**src/rtl/temporizador_nota_pkg.sv**
```systemverilog
// Shared definitions for the note timer and the melody controller:
// note-width, FSM encodings and the board clock frequency.
package temporizador_nota_pkg;

    localparam int NOTE_W   = 28;
    localparam int clk_FPGA = 50_000_000;

    typedef enum logic [1:0] {
        ST_IDLE   = 2'd0,
        ST_COUNT  = 2'd1,
        ST_EXPIRE = 2'd2
    } estado_t;

    // A zero duration still times one cycle so the controller always sees a pulse.
    function automatic logic [NOTE_W-1:0] dur_load(input logic [NOTE_W-1:0] t);
        return (t == '0) ? NOTE_W'(1) : t;
    endfunction

endpackage

```
**src/rtl/temporizador_nota_divisor_tom.sv**
```systemverilog
// Square-wave tone divider: toggles Tone_out every Freq cycles while enabled,
// restarting silently whenever the requested half-period changes.
module divisor_tom
    import temporizador_nota_pkg::*;
(
    input  logic              Clk_in,
    input  logic              Rst_n,
    input  logic [NOTE_W-1:0] Freq,
    input  logic              enable,
    output logic              Tone_out
);

    logic [NOTE_W-1:0] freq_reg;
    logic [NOTE_W-1:0] tone_cnt_reg;
    logic [NOTE_W-1:0] tone_cnt_next;
    logic              tone_reg;
    logic              tone_next;

    always_comb begin
        tone_cnt_next = tone_cnt_reg;
        tone_next     = tone_reg;
        if ((Freq != freq_reg) || (Freq == '0) || !enable) begin
            tone_cnt_next = '0;
            tone_next     = 1'b0;
        end else if (tone_cnt_reg == (Freq - NOTE_W'(1))) begin
            tone_cnt_next = '0;
            tone_next     = ~tone_reg;
        end else begin
            tone_cnt_next = tone_cnt_reg + NOTE_W'(1);
        end
    end

    always_ff @(posedge Clk_in or negedge Rst_n) begin
        if (!Rst_n) begin
            freq_reg     <= '0;
            tone_cnt_reg <= '0;
            tone_reg     <= 1'b0;
        end else begin
            freq_reg     <= Freq;
            tone_cnt_reg <= tone_cnt_next;
            tone_reg     <= tone_next;
        end
    end

    assign Tone_out = tone_reg;

endmodule

```
**src/rtl/temporizador_nota.sv**
```systemverilog
// Note duration timer: times each note loaded by the melody controller,
// supports pause/stop, and drives the tone divider while a note is counting.
module temporizador_nota
    import temporizador_nota_pkg::*;
(
    input  logic              Clk_in,
    input  logic              Rst_n,
    input  logic              Disparo,
    input  logic [NOTE_W-1:0] Temp_in,
    input  logic [NOTE_W-1:0] Freq_in,
    input  logic              Play_in,
    input  logic              Stop_in,
    output logic              Duracao,
    output logic              Tone_out,
    output logic              Busy
);

    estado_t           state_reg;
    estado_t           state_next;
    logic [NOTE_W-1:0] dur_cnt_reg;
    logic [NOTE_W-1:0] dur_cnt_next;
    logic              duracao_reg;
    logic              load;
    logic              tone_en;

    assign load    = Disparo & Play_in & ~Stop_in;
    assign tone_en = (state_reg == ST_COUNT) & Play_in & ~Stop_in;

    always_comb begin
        state_next   = state_reg;
        dur_cnt_next = dur_cnt_reg;
        if (Stop_in) begin
            state_next   = ST_IDLE;
            dur_cnt_next = '0;
        end else begin
            case (state_reg)
                ST_IDLE, ST_EXPIRE: begin
                    if (load) begin
                        state_next   = ST_COUNT;
                        dur_cnt_next = dur_load(Temp_in);
                    end
                end
                ST_COUNT: begin
                    // Counter never goes below zero; reaching 1 ends the note.
                    if (Play_in) begin
                        if (dur_cnt_reg <= NOTE_W'(1)) begin
                            state_next   = ST_EXPIRE;
                            dur_cnt_next = '0;
                        end else begin
                            dur_cnt_next = dur_cnt_reg - NOTE_W'(1);
                        end
                    end
                end
                default: begin
                    state_next   = ST_IDLE;
                    dur_cnt_next = '0;
                end
            endcase
        end
    end

    always_ff @(posedge Clk_in or negedge Rst_n) begin
        if (!Rst_n) begin
            state_reg   <= ST_IDLE;
            dur_cnt_reg <= '0;
            duracao_reg <= 1'b0;
        end else begin
            state_reg   <= state_next;
            dur_cnt_reg <= dur_cnt_next;
            duracao_reg <= (state_next == ST_COUNT);
        end
    end

    assign Duracao = duracao_reg;
    assign Busy    = (state_reg != ST_IDLE);

    divisor_tom u_divisor_tom (
        .Clk_in   (Clk_in),
        .Rst_n    (Rst_n),
        .Freq     (Freq_in),
        .enable   (tone_en),
        .Tone_out (Tone_out)
    );

endmodule
```
**config.mk**
```make
export PLATFORM = sky130hd
export DESIGN_NAME = temporizador_nota
export DESIGN_NICKNAME = d
export VERILOG_FILES = /design/src/rtl/temporizador_nota_pkg.sv /design/src/rtl/temporizador_nota_divisor_tom.sv /design/src/rtl/temporizador_nota.sv
export SDC_FILE = /design/constraint.sdc
export NUM_CORES = 1
export LEC_CHECK = 0
export CAP_MARGIN = 20
export CELL_PAD_IN_SITES_DETAIL_PLACEMENT = 0
export CELL_PAD_IN_SITES_GLOBAL_PLACEMENT = 1
export CORE_UTILIZATION = 48
export DETAILED_ROUTE_END_ITERATION = 8
export HOLD_SLACK_MARGIN = 0.06
export PLACE_DENSITY_LB_ADDON = 0.1
export SKIP_LAST_GASP = 1
export SYNTH_ARGS = -nofsm -noshare
export SYNTH_HDL_FRONTEND = slang
export SYNTH_HIERARCHICAL = 1
export SYNTH_SLANG_ARGS = --single-unit
```
**constraint.sdc**
```tcl
create_clock -name Clk_in -period 6.65 [get_ports Clk_in]
set_input_delay 1.33 -clock Clk_in [delete_from_list [all_inputs] [get_ports Clk_in]]
set_output_delay 1.33 -clock Clk_in [all_outputs]
set_load 0.02 [all_outputs]
```
# After elaboration in Yosys (flattened, before gate mapping)
# Cells that the tools add are included.
[totals]
register_bits = 88
latchBits = 0
ramBits = 0
mem_bits_ro = 0
in_bits = 61
output_inout_bits = 3
word_cells = 48
mem_count = 0
[op_classes]
n_addsub = 3
mul = 0
n_div = 0
n_lt_le_gt_ge = 1
eq_ne = 7
n_shift = 0
muxes = 15
bitwise_logic = 6
reduce_logical = 10
[op_table]
columns = ["cell", "count"]
rows = [
  ["two-way mux 28 bit", 7],
  ["logical NOT 28 bit", 2],
  ["one-hot mux 28 bit (2 select lines)", 1],
  ["subtractor 28 x 1 -> 28 bit, second input constant", 2],
  ["adder 28 x 1 -> 28 bit, second input constant", 1],
  ["equality test 28 bit", 1],
  ["less-or-equal comparator 28 x 1 -> 1 bit, second input constant", 1],
  ["inequality test 28 bit", 1],
  ["two-way mux 2 bit", 4],
  ["inequality test 3 bit, second input constant", 2],
  ["AND 1 bit", 4],
  ["equality test 2 x 1 -> 1 bit, second input constant", 2],
  ["one-hot mux 2 bit (2 select lines)", 1],
  ["nonzero test 2 bit", 2],
  ["equality test 2 bit, second input constant", 1],
  ["logical NOT 2 bit", 1],
  ["logical OR 1 bit", 2],
  ["two-way mux 1 bit", 2],
  ["NOT 1 bit", 2],
  ["AND reduction 2 bit", 1],
  ["OR reduction 2 bit", 1],
  ["logical NOT 1 bit", 1],
]

# Longest topological paths before layout
# Gate-level depths: netlist (run 1).
[logic_depth]
word_depth = 6
ltp_mapped = 11
depth_no_buf = 10

# Hierarchy
# Netlist (run 1), hierarchy kept.
[by_module_without_submodules]
columns = ["module", "instances", "cells_per_inst", "area_each_um2", "seq_area_each_um2"]
rows = [
  ["divisor_tom", 1, 363, 3554.7, 1426.4],
  ["temporizador_nota", 1, 239, 2135.8, 775.7],
]

# Worst setup path after synthesis (run 1)
# Ideal clock, no wire load.
[synth_timing]
path_kind = "input-to-reg"
start = "in Freq_in[3]"
end = "reg u_divisor_tom.tone_cnt_reg[19]"
setup_time_ns = 0.119
arrival_time_ns = 3.741
t_required_ns = 6.531
slack_ns = 2.790
cell_stages = 10
path_buffers = 2
cell_sequence = "buf_4 or4_1 or3_2 mux2i_1 o21ai_0 nand4_1 a2111o_1 o21bai_4 buf_6 nor2_1"
[synth_via]
elab_chain_len = 4
elab_cells_between_ends = 8
classes_between = "add/sub: 1; eq/ne: 2; mux: 2; reduce/logical: 3"
[synth_lines]
columns = ["item", "line", "source"]
rows = [
  ["from (decl)", "temporizador_nota.sv:10", "input logic [NOTE_W-1:0] Freq_in,"],
  ["subtractor 28 x 1 -> 28 bit, or another cell as far along", "temporizador_nota_divisor_tom.sv:25", "end else if (tone_cnt_reg == (Freq - NOTE_W'(1))) begin"],
  ["equality test 28 bit / logical OR 1 bit (equally long branches)", "temporizador_nota_divisor_tom.sv:25, temporizador_nota_divisor_tom.sv:22", ""],
  ["two-way mux 28 bit / logical OR 1 bit (equally long branches)", "temporizador_nota_divisor_tom.sv:25, temporizador_nota_divisor_tom.sv:22", ""],
  ["two-way mux 28 bit *", "temporizador_nota_divisor_tom.sv:22", "if ((Freq != freq_reg) || (Freq == '0) || !enable) begin"],
  ["via u_divisor_tom.tone_cnt_next[19]", "temporizador_nota_divisor_tom.sv:15", "logic [NOTE_W-1:0] tone_cnt_next;"],
  ["to (signal assigned)", "temporizador_nota_divisor_tom.sv:40", "tone_cnt_reg <= tone_cnt_next;"],
  ["to (decl)", "temporizador_nota_divisor_tom.sv:14", "logic [NOTE_W-1:0] tone_cnt_reg;"],
]
# The timed path passes the listed nets; every way through them passes the cells marked *.
# A chain may end at the register's enable or synchronous reset.

# Final worst setup path (run 1)
[layout_timing]
start = "in Freq_in[3]"
end = "reg u_divisor_tom.tone_cnt_reg[5]"
# The elaborated chain is that of the path after synthesis.

==> flow_metrics.env, run 1 <==
export IMPL_clock_fmax_mhz=218.6
export IMPL_cts_max_level=3
export IMPL_tns_ns=0
export IMPL_die_h_um=110.9
export IMPL_ir_drop_mv=0.1291
export IMPL_ys_flop_type="dfrtp_1"
export IMPL_grt_ovfl_total=0
export IMPL_drive_gt1_share_pct=8.511
export IMPL_clock_latency_ns=0.35
export IMPL_fin_crit_sh_pct=68.78
export IMPL_grt_setup_unrepaired="false"
export IMPL_drtIter0Drc=151
export IMPL_rows=39
export IMPL_diodes=0
export IMPL_wl_per_cell_um=17.84
export IMPL_clkPwrFrac_pct=36.7
export IMPL_syn_avg_cell_area_sq_um=9.453
export IMPL_startpoint="Freq_in[3]"
export IMPL_cts_hold_buf=0
export IMPL_critPathMaxStageDelay_ns=0.70
export IMPL_ys_warnings_count=6
export IMPL_ys_ff_latch=88
export IMPL_dp_hpwl_um=10250
export IMPL_portBuffers=63
export IMPL_path_delay_family="simple AND/OR/NAND/NOR gates"
export IMPL_synth_simple_area_share_pct=26.23
export IMPL_max_slew_margin_rel_pct=33.24
export IMPL_crit_chain="clkdlybuf4s50_1 > or4_1 > or3_2 > mux2i_1 > o21ai_0 > nand4_1 > a2111o_1 > o21bai_4 > nor2_1"
export IMPL_tightest_slew_ns=1.001
export IMPL_antenna_found_initial=0
export IMPL_period_needed_ns=4.574
export IMPL_cts_num_sinks=88
export IMPL_synthMuxAreaShare_pct=2.023
export IMPL_finalWirelength_um=14290
export IMPL_dieArea_sq_um=12290
export IMPL_tritoncts="yes"
export IMPL_fin_util_pct=57.94
export IMPL_synth_xor_area_share_pct=14.47
export IMPL_internal_power_w=0.0009637
export IMPL_syn_cell_area_sq_um=5690
export IMPL_nets=718
export IMPL_power_per_cell_area_nw_per_um2=203.6
export IMPL_first_pass_iters=4
export IMPL_layout_commonest_cell="dfrtp_1"
export IMPL_coreArea_sq_um=11470
export IMPL_synth_seq_area_share_pct=38.70
export IMPL_async_flop_share_pct=100.0
export IMPL_seqPwrFrac_pct=42.9
export IMPL_r2r_slack_ns=3.85
export IMPL_path_max_fanout=28
export IMPL_place_congestion=0.9288
export IMPL_syn2layout_area_growth_pct=16.75
export IMPL_cap_violations=0
export IMPL_arrival_ns=4.78
export IMPL_grt_pass1_vias=4683
export IMPL_finalWorstSetupSlack_ns=2.076
export IMPL_cts_repair_resized=0
export IMPL_r2r_start="dur_cnt_reg[26]"
export IMPL_hp_class="flip-flop to flip-flop"
export IMPL_r2r_end="dur_cnt_reg[17]"
export IMPL_crit_cells=9
export IMPL_placed_area_sq_um=6362
export IMPL_cellLeakagePower_nw=2.542
export IMPL_fin_area_sq_um=6644
export IMPL_synth_compound_area_share_pct=14.07
export IMPL_viasPerCell=5.951
export IMPL_synth_nets=667
export IMPL_start_util_pct=49.62
export IMPL_setup_viol=0
export IMPL_grt_pass1_wl_um=23560
export IMPL_swShare_pct=28.75
export IMPL_pwr_share_comb_pct=20.4
export IMPL_p_switching_w=0.0003888
export IMPL_end_kind="flip-flop"
export IMPL_yosysTopAreaCell="dfrtp_1"
export IMPL_fp_dieW_um=110.9
export IMPL_synth_edf_count=0
export IMPL_clockRootBuffer="clkbuf_16"
export IMPL_synth_adder_area_share_pct=0.8795
export IMPL_fillers=1054
export IMPL_synth_top_area_share_pct=38.70
export IMPL_place_ws_ns=1.749
export IMPL_crit_slowest_cell="or4_1"
export IMPL_whs_ns=0.5659
export IMPL_postSynthCellCount=602
export IMPL_grt_usage_pct=24.25
export IMPL_outcome="finished, final reports clean"
export IMPL_vias=4767
export IMPL_clock_path_buffers=2
export IMPL_startpoint_type="input port"
export IMPL_remaining_drc_errors=0
export IMPL_cts_made_buffers=9
export IMPL_clk_pin_slew_ns=0.06
export IMPL_setup_worst_path_end="u_divisor_tom/tone_cnt_reg[5]"
export IMPL_synth_top_family_by_area="simple AND/OR/NAND/NOR gates"
export IMPL_ys_types=73
export IMPL_ant_nets=0
export IMPL_ff2ff_path_depth=5
export IMPL_path_buf_inv=1
export IMPL_hold_violations=0
export IMPL_clock_skew_ns=0.004397
export IMPL_grt_max_degree=60
export IMPL_min_delay_path_depth=2
export IMPL_netlist_top_cells_area="dfrtp_1, xor2_1, xnor2_1, nor2_1, nor4_1"
export IMPL_cp_data_required_time_ns=6.85
export IMPL_slew_violations=0
export IMPL_post_cts_buffers=0
export IMPL_final_cell_mix="dfrtp_1, nor2_1, clkdlybuf4s50_1"
export IMPL_worst_setup_path_type="input port to flip-flop"
export IMPL_num_io_pins=64
## kinds of logic (layout without fill, tap and decap cells)
kind of cell | Yosys count | after routing
simple gates | 263 | 263
compound gates | 104 | 104
xor+xnor | 94 | 94
flops | 88 | 88
buf+inv | 38 | 94
mux | 11 | 11
fa+ha+maj | 4 | 4
## area by class of cell
class / instances / area, sq um / area share, %
clock inverters: 4 / 45.04 / 0.6780
inverters: 11 / 41.29 / 0.6215
well taps: 143 / 178.9 / 2.693
multi-input cells: 476 / 3282 / 49.40
flip-flops and latches: 88 / 2202 / 33.14
repair buffers: 67 / 658.1 / 9.906
clock buffers: 12 / 236.5 / 3.559
## worst min path at each step
stage,from,to
3_3_place_gp,u_divisor_tom/tone_cnt_reg[0],u_divisor_tom/tone_cnt_reg[0]
3_5_place_dp,u_divisor_tom/tone_cnt_reg[0],u_divisor_tom/tone_cnt_reg[0]
4_1_cts,u_divisor_tom/tone_cnt_reg[0],u_divisor_tom/tone_cnt_reg[0]
6_report,u_divisor_tom/tone_cnt_reg[27],u_divisor_tom/tone_cnt_reg[27]
2_1_floorplan,u_divisor_tom/tone_cnt_reg[0],u_divisor_tom/tone_cnt_reg[0]
5_1_grt,u_divisor_tom/tone_cnt_reg[0],u_divisor_tom/tone_cnt_reg[0]
## power by group through the flow
stage                     registers (W)  logic (W)  clock network, W
after floorplan                0.000583   0.000175                 0
after global placement         0.000588   0.000272                 0
after detailed placement       0.000589   0.000275                 0
after CTS                      0.000580   0.000277          0.000509
after global routing           0.000583   0.000303          0.000534
final                          0.000580   0.000276          0.000497
## synthesized netlist by cell type, types with 3 or more instances
cell / n
a211o_1: 3
a211oi_1: 8
a21oi_1: 14
a221o_2: 3
a22oi_1: 16
a31oi_1: 4
and2_1: 3
and3_1: 6
and4_1: 6
buf_4: 3
buf_6: 7
clkbuf_1: 15
dfrtp_1: 88
ha_1: 4
inv_1: 11
mux2_2: 3
mux2i_1: 7
nand2_1: 34
nand2b_1: 5
nand3_1: 19
nand3b_1: 6
nand4_1: 19
nand4b_1: 3
nor2_1: 74
nor2b_1: 6
nor3_1: 16
nor3_2: 3
nor4_1: 26
nor4_4: 3
o211ai_1: 4
o21ai_0: 16
o31a_1: 3
or2_2: 4
or3_1: 8
or4_1: 5
or4_4: 4
xnor2_1: 42
xor2_1: 52
## tightest hold or removal path, stage by stage, from the launching register on
cell and delay, ns:
dfrtp_1 0.38, xor2_1 0.08, nor2_1 0.07
## stage by stage
stage	cells	power, W
after floorplan	602	0.0007580
after global placement	785	0.0008603
after detailed placement	785	0.0008640
after CTS	801	0.001366
after global routing	801	0.001419
final	801	0.001353
## layer usage
layer  up-vias  part of all wire [%]  wire length, um  track usage, %
li1       2322                     -                -               -
met1      2292                    44             6235           30.29
met2       130                    50             7185           41.99
met3        23                   4.1              583           3.007
met4         0                   2.0              286           10.76
met5         -                     0                0               0
Note: power is estimated with default switching activity, not from simulation.
==> inputs of run 2 (changes only) <==
--- a/config.mk
+++ b/config.mk
@@ -8,7 +8,7 @@
 export CAP_MARGIN = 20
 export CELL_PAD_IN_SITES_DETAIL_PLACEMENT = 0
 export CELL_PAD_IN_SITES_GLOBAL_PLACEMENT = 1
-export CORE_UTILIZATION = 48
+export CORE_UTILIZATION = 40
 export DETAILED_ROUTE_END_ITERATION = 8
 export HOLD_SLACK_MARGIN = 0.06
 export PLACE_DENSITY_LB_ADDON = 0.1
==> constraint.sdc (replaced) <==
create_clock -name Clk_in -period 4 [get_ports Clk_in]
set_input_delay 0.8 -clock Clk_in [delete_from_list [all_inputs] [get_ports Clk_in]]
set_output_delay 0.8 -clock Clk_in [all_outputs]
set_load 0.02 [all_outputs]
==> flow_metrics.env, run 2 (synthesis results as in run 1) <==
export IMPL_r2r_end="dur_cnt_reg[18]"
export IMPL_diodes=0
export IMPL_layout_commonest_cell="dfrtp_1"
export IMPL_vias=4824
export IMPL_path_delay_family="compound AO/OA/AOI/OAI gates"
export IMPL_grt_max_degree=61
export IMPL_tns_ns=0
export IMPL_rows=43
export IMPL_wl_per_cell_um=17.33
export IMPL_r2r_start="dur_cnt_reg[26]"
export IMPL_first_pass_iters=5
export IMPL_worst_setup_path_type="input port to flip-flop"
export IMPL_num_io_pins=64
export IMPL_drive_gt1_share_pct=13.79
export IMPL_grt_setup_unrepaired="false"
export IMPL_r2r_slack_ns=1.18
export IMPL_portBuffers=63
export IMPL_startpoint="Freq_in[7]"
export IMPL_ff2ff_path_depth=5
export IMPL_die_h_um=121.3
export IMPL_crit_slowest_cell="or4_4"
export IMPL_cp_data_required_time_ns=4.20
export IMPL_cts_made_buffers=9
export IMPL_dp_hpwl_um=11220
export IMPL_clock_fmax_mhz=267.6
export IMPL_cts_max_level=3
export IMPL_seq_area_sq_um=2202
export IMPL_critPathMaxStageDelay_ns=0.61
export IMPL_path_max_fanout=28
export IMPL_cellLeakagePower_nw=2.730
export IMPL_placed_area_sq_um=6701
export IMPL_drtIter0Drc=253
export IMPL_fillers=1338
export IMPL_dieArea_sq_um=14710
export IMPL_grt_ovfl_total=0
export IMPL_clock_latency_ns=0.35
export IMPL_ant_nets=0
export IMPL_clock_skew_ns=0.005614
export IMPL_setup_worst_path_end="u_divisor_tom/tone_cnt_reg[2]"
export IMPL_fin_area_sq_um=6999
export IMPL_tightest_slew_ns=0.8289
export IMPL_antenna_found_initial=0
export IMPL_fin_crit_sh_pct=93.42
export IMPL_setup_viol=0
export IMPL_nets=757
export IMPL_hold_violations=0
export IMPL_finalWirelength_um=15180
export IMPL_crit_cells=9
export IMPL_period_needed_ns=3.737
export IMPL_slew_violations=0
export IMPL_multi_input_area_sq_um=3282
export IMPL_arrival_ns=3.94
export IMPL_startpoint_type="input port"
export IMPL_outcome="finished, final reports clean"
export IMPL_ir_drop_mv=0.2068
export IMPL_grt_pass1_wl_um=24210
export IMPL_cts_hold_buf=0
export IMPL_syn2layout_area_growth_pct=23.00
export IMPL_clock_path_buffers=2
export IMPL_final_cell_mix="dfrtp_1, nor2_1, clkdlybuf4s50_1"
export IMPL_cts_num_sinks=88
export IMPL_coreArea_sq_um=13880
export IMPL_remaining_drc_errors=0
export IMPL_clockRootBuffer="clkbuf_16"
export IMPL_hp_class="input port to asynchronous set/reset pin"
export IMPL_max_slew_margin_rel_pct=44.53
export IMPL_start_util_pct=41.00
export IMPL_crit_chain="clkdlybuf4s50_1 > or4_4 > nor3_1 > a31oi_1 > a211oi_2 > nand4_1 > a2111o_1 > o21bai_4 > nor2_1"
export IMPL_post_cts_buffers=0
export IMPL_end_kind="flip-flop"
export IMPL_place_congestion=0.9115
export IMPL_path_buf_inv=1
export IMPL_grt_pass1_vias=4711
export IMPL_cts_repair_resized=0
export IMPL_tritoncts="yes"
export IMPL_grt_usage_pct=21.49
export IMPL_clk_pin_slew_ns=0.06
export IMPL_viasPerCell=5.507
export IMPL_cap_violations=0
export IMPL_power_per_cell_area_nw_per_um2=329.5
export IMPL_fp_dieW_um=121.3
-- run 2: changes by cell type in the layout (fill, tap and decap cells not counted) --
cell and delta:
buf_4 +39, clkbuf_1 -2, clkbuf_8 +1, clkinv_2 -3, clkinv_4 +2, clkinvlp_4 +1
-- run 2: per-stage QoR --
| step | std cells | worst slack, ns | hold slack, ns | util [%] | total power [W] |
|---|---|---|---|---|---|
| 3_5_place_dp | 861 | -0.08759 | 0.5343 | 48.28 | 0.001469 |
| 2_1_floorplan | 602 | 0.6705 | 0.4826 | - | 0.001260 |
| 6_report | 876 | 0.2630 | 0.5153 | 50.42 | 0.002306 |
| 3_3_place_gp | 861 | -0.06304 | 0.5248 | 48.28 | 0.001464 |
| 5_1_grt | 876 | 0.04544 | 0.5831 | 50.42 | 0.002418 |
| 4_1_cts | 876 | 0.2642 | 0.5433 | 50.42 | 0.002333 |
-- run 2: worst min path at each step --
stage	startpoint	endpoint	slack (ns)
4_1_cts	u_divisor_tom/tone_cnt_reg[0]	u_divisor_tom/tone_cnt_reg[0]	0.54
3_3_place_gp	u_divisor_tom/tone_cnt_reg[0]	u_divisor_tom/tone_cnt_reg[0]	0.52
6_report	Rst_n	u_divisor_tom/freq_reg[2]	0.52
2_1_floorplan	u_divisor_tom/tone_cnt_reg[0]	u_divisor_tom/tone_cnt_reg[0]	0.48
5_1_grt	u_divisor_tom/tone_cnt_reg[0]	u_divisor_tom/tone_cnt_reg[0]	0.58
3_5_place_dp	u_divisor_tom/tone_cnt_reg[0]	u_divisor_tom/tone_cnt_reg[0]	0.53
-- run 2: layout make-up --
| class | instances | area share [%] |
|---|---|---|
| inverter | 11 | 0.5899 |
| timing repair buffer | 106 | 13.59 |
| multi-input combinational | 476 | 46.89 |
| clock inverter | 4 | 0.7866 |
| tap | 180 | 3.218 |
| sequential | 88 | 31.46 |
| clock buffer | 11 | 3.468 |
-- run 2: power by group --
group	internal, W	switching, W	total (W)
logic	0.000217	0.000271	0.000488
clock network	0.000500	0.000354	0.000854
registers	0.000926	0.0000379	0.000964
total	0.00164	0.000663	0.00231
-- run 2: metal layers --
metal / track usage [%] / part of all wire (%)
met1: 27.32 / 45
met2: 36.68 / 49
met3: 3.008 / 4.2
met4: 8.488 / 2.3
met5: 0 / 0
-- run 2: worst reg2reg max path: stages (launching register included) --
cell and delay, ns:
dfrtp_1 0.42, or4_4 0.54, or4_4 0.54, o31ai_4 0.59
o21ai_2 0.24, a221o_2 0.38
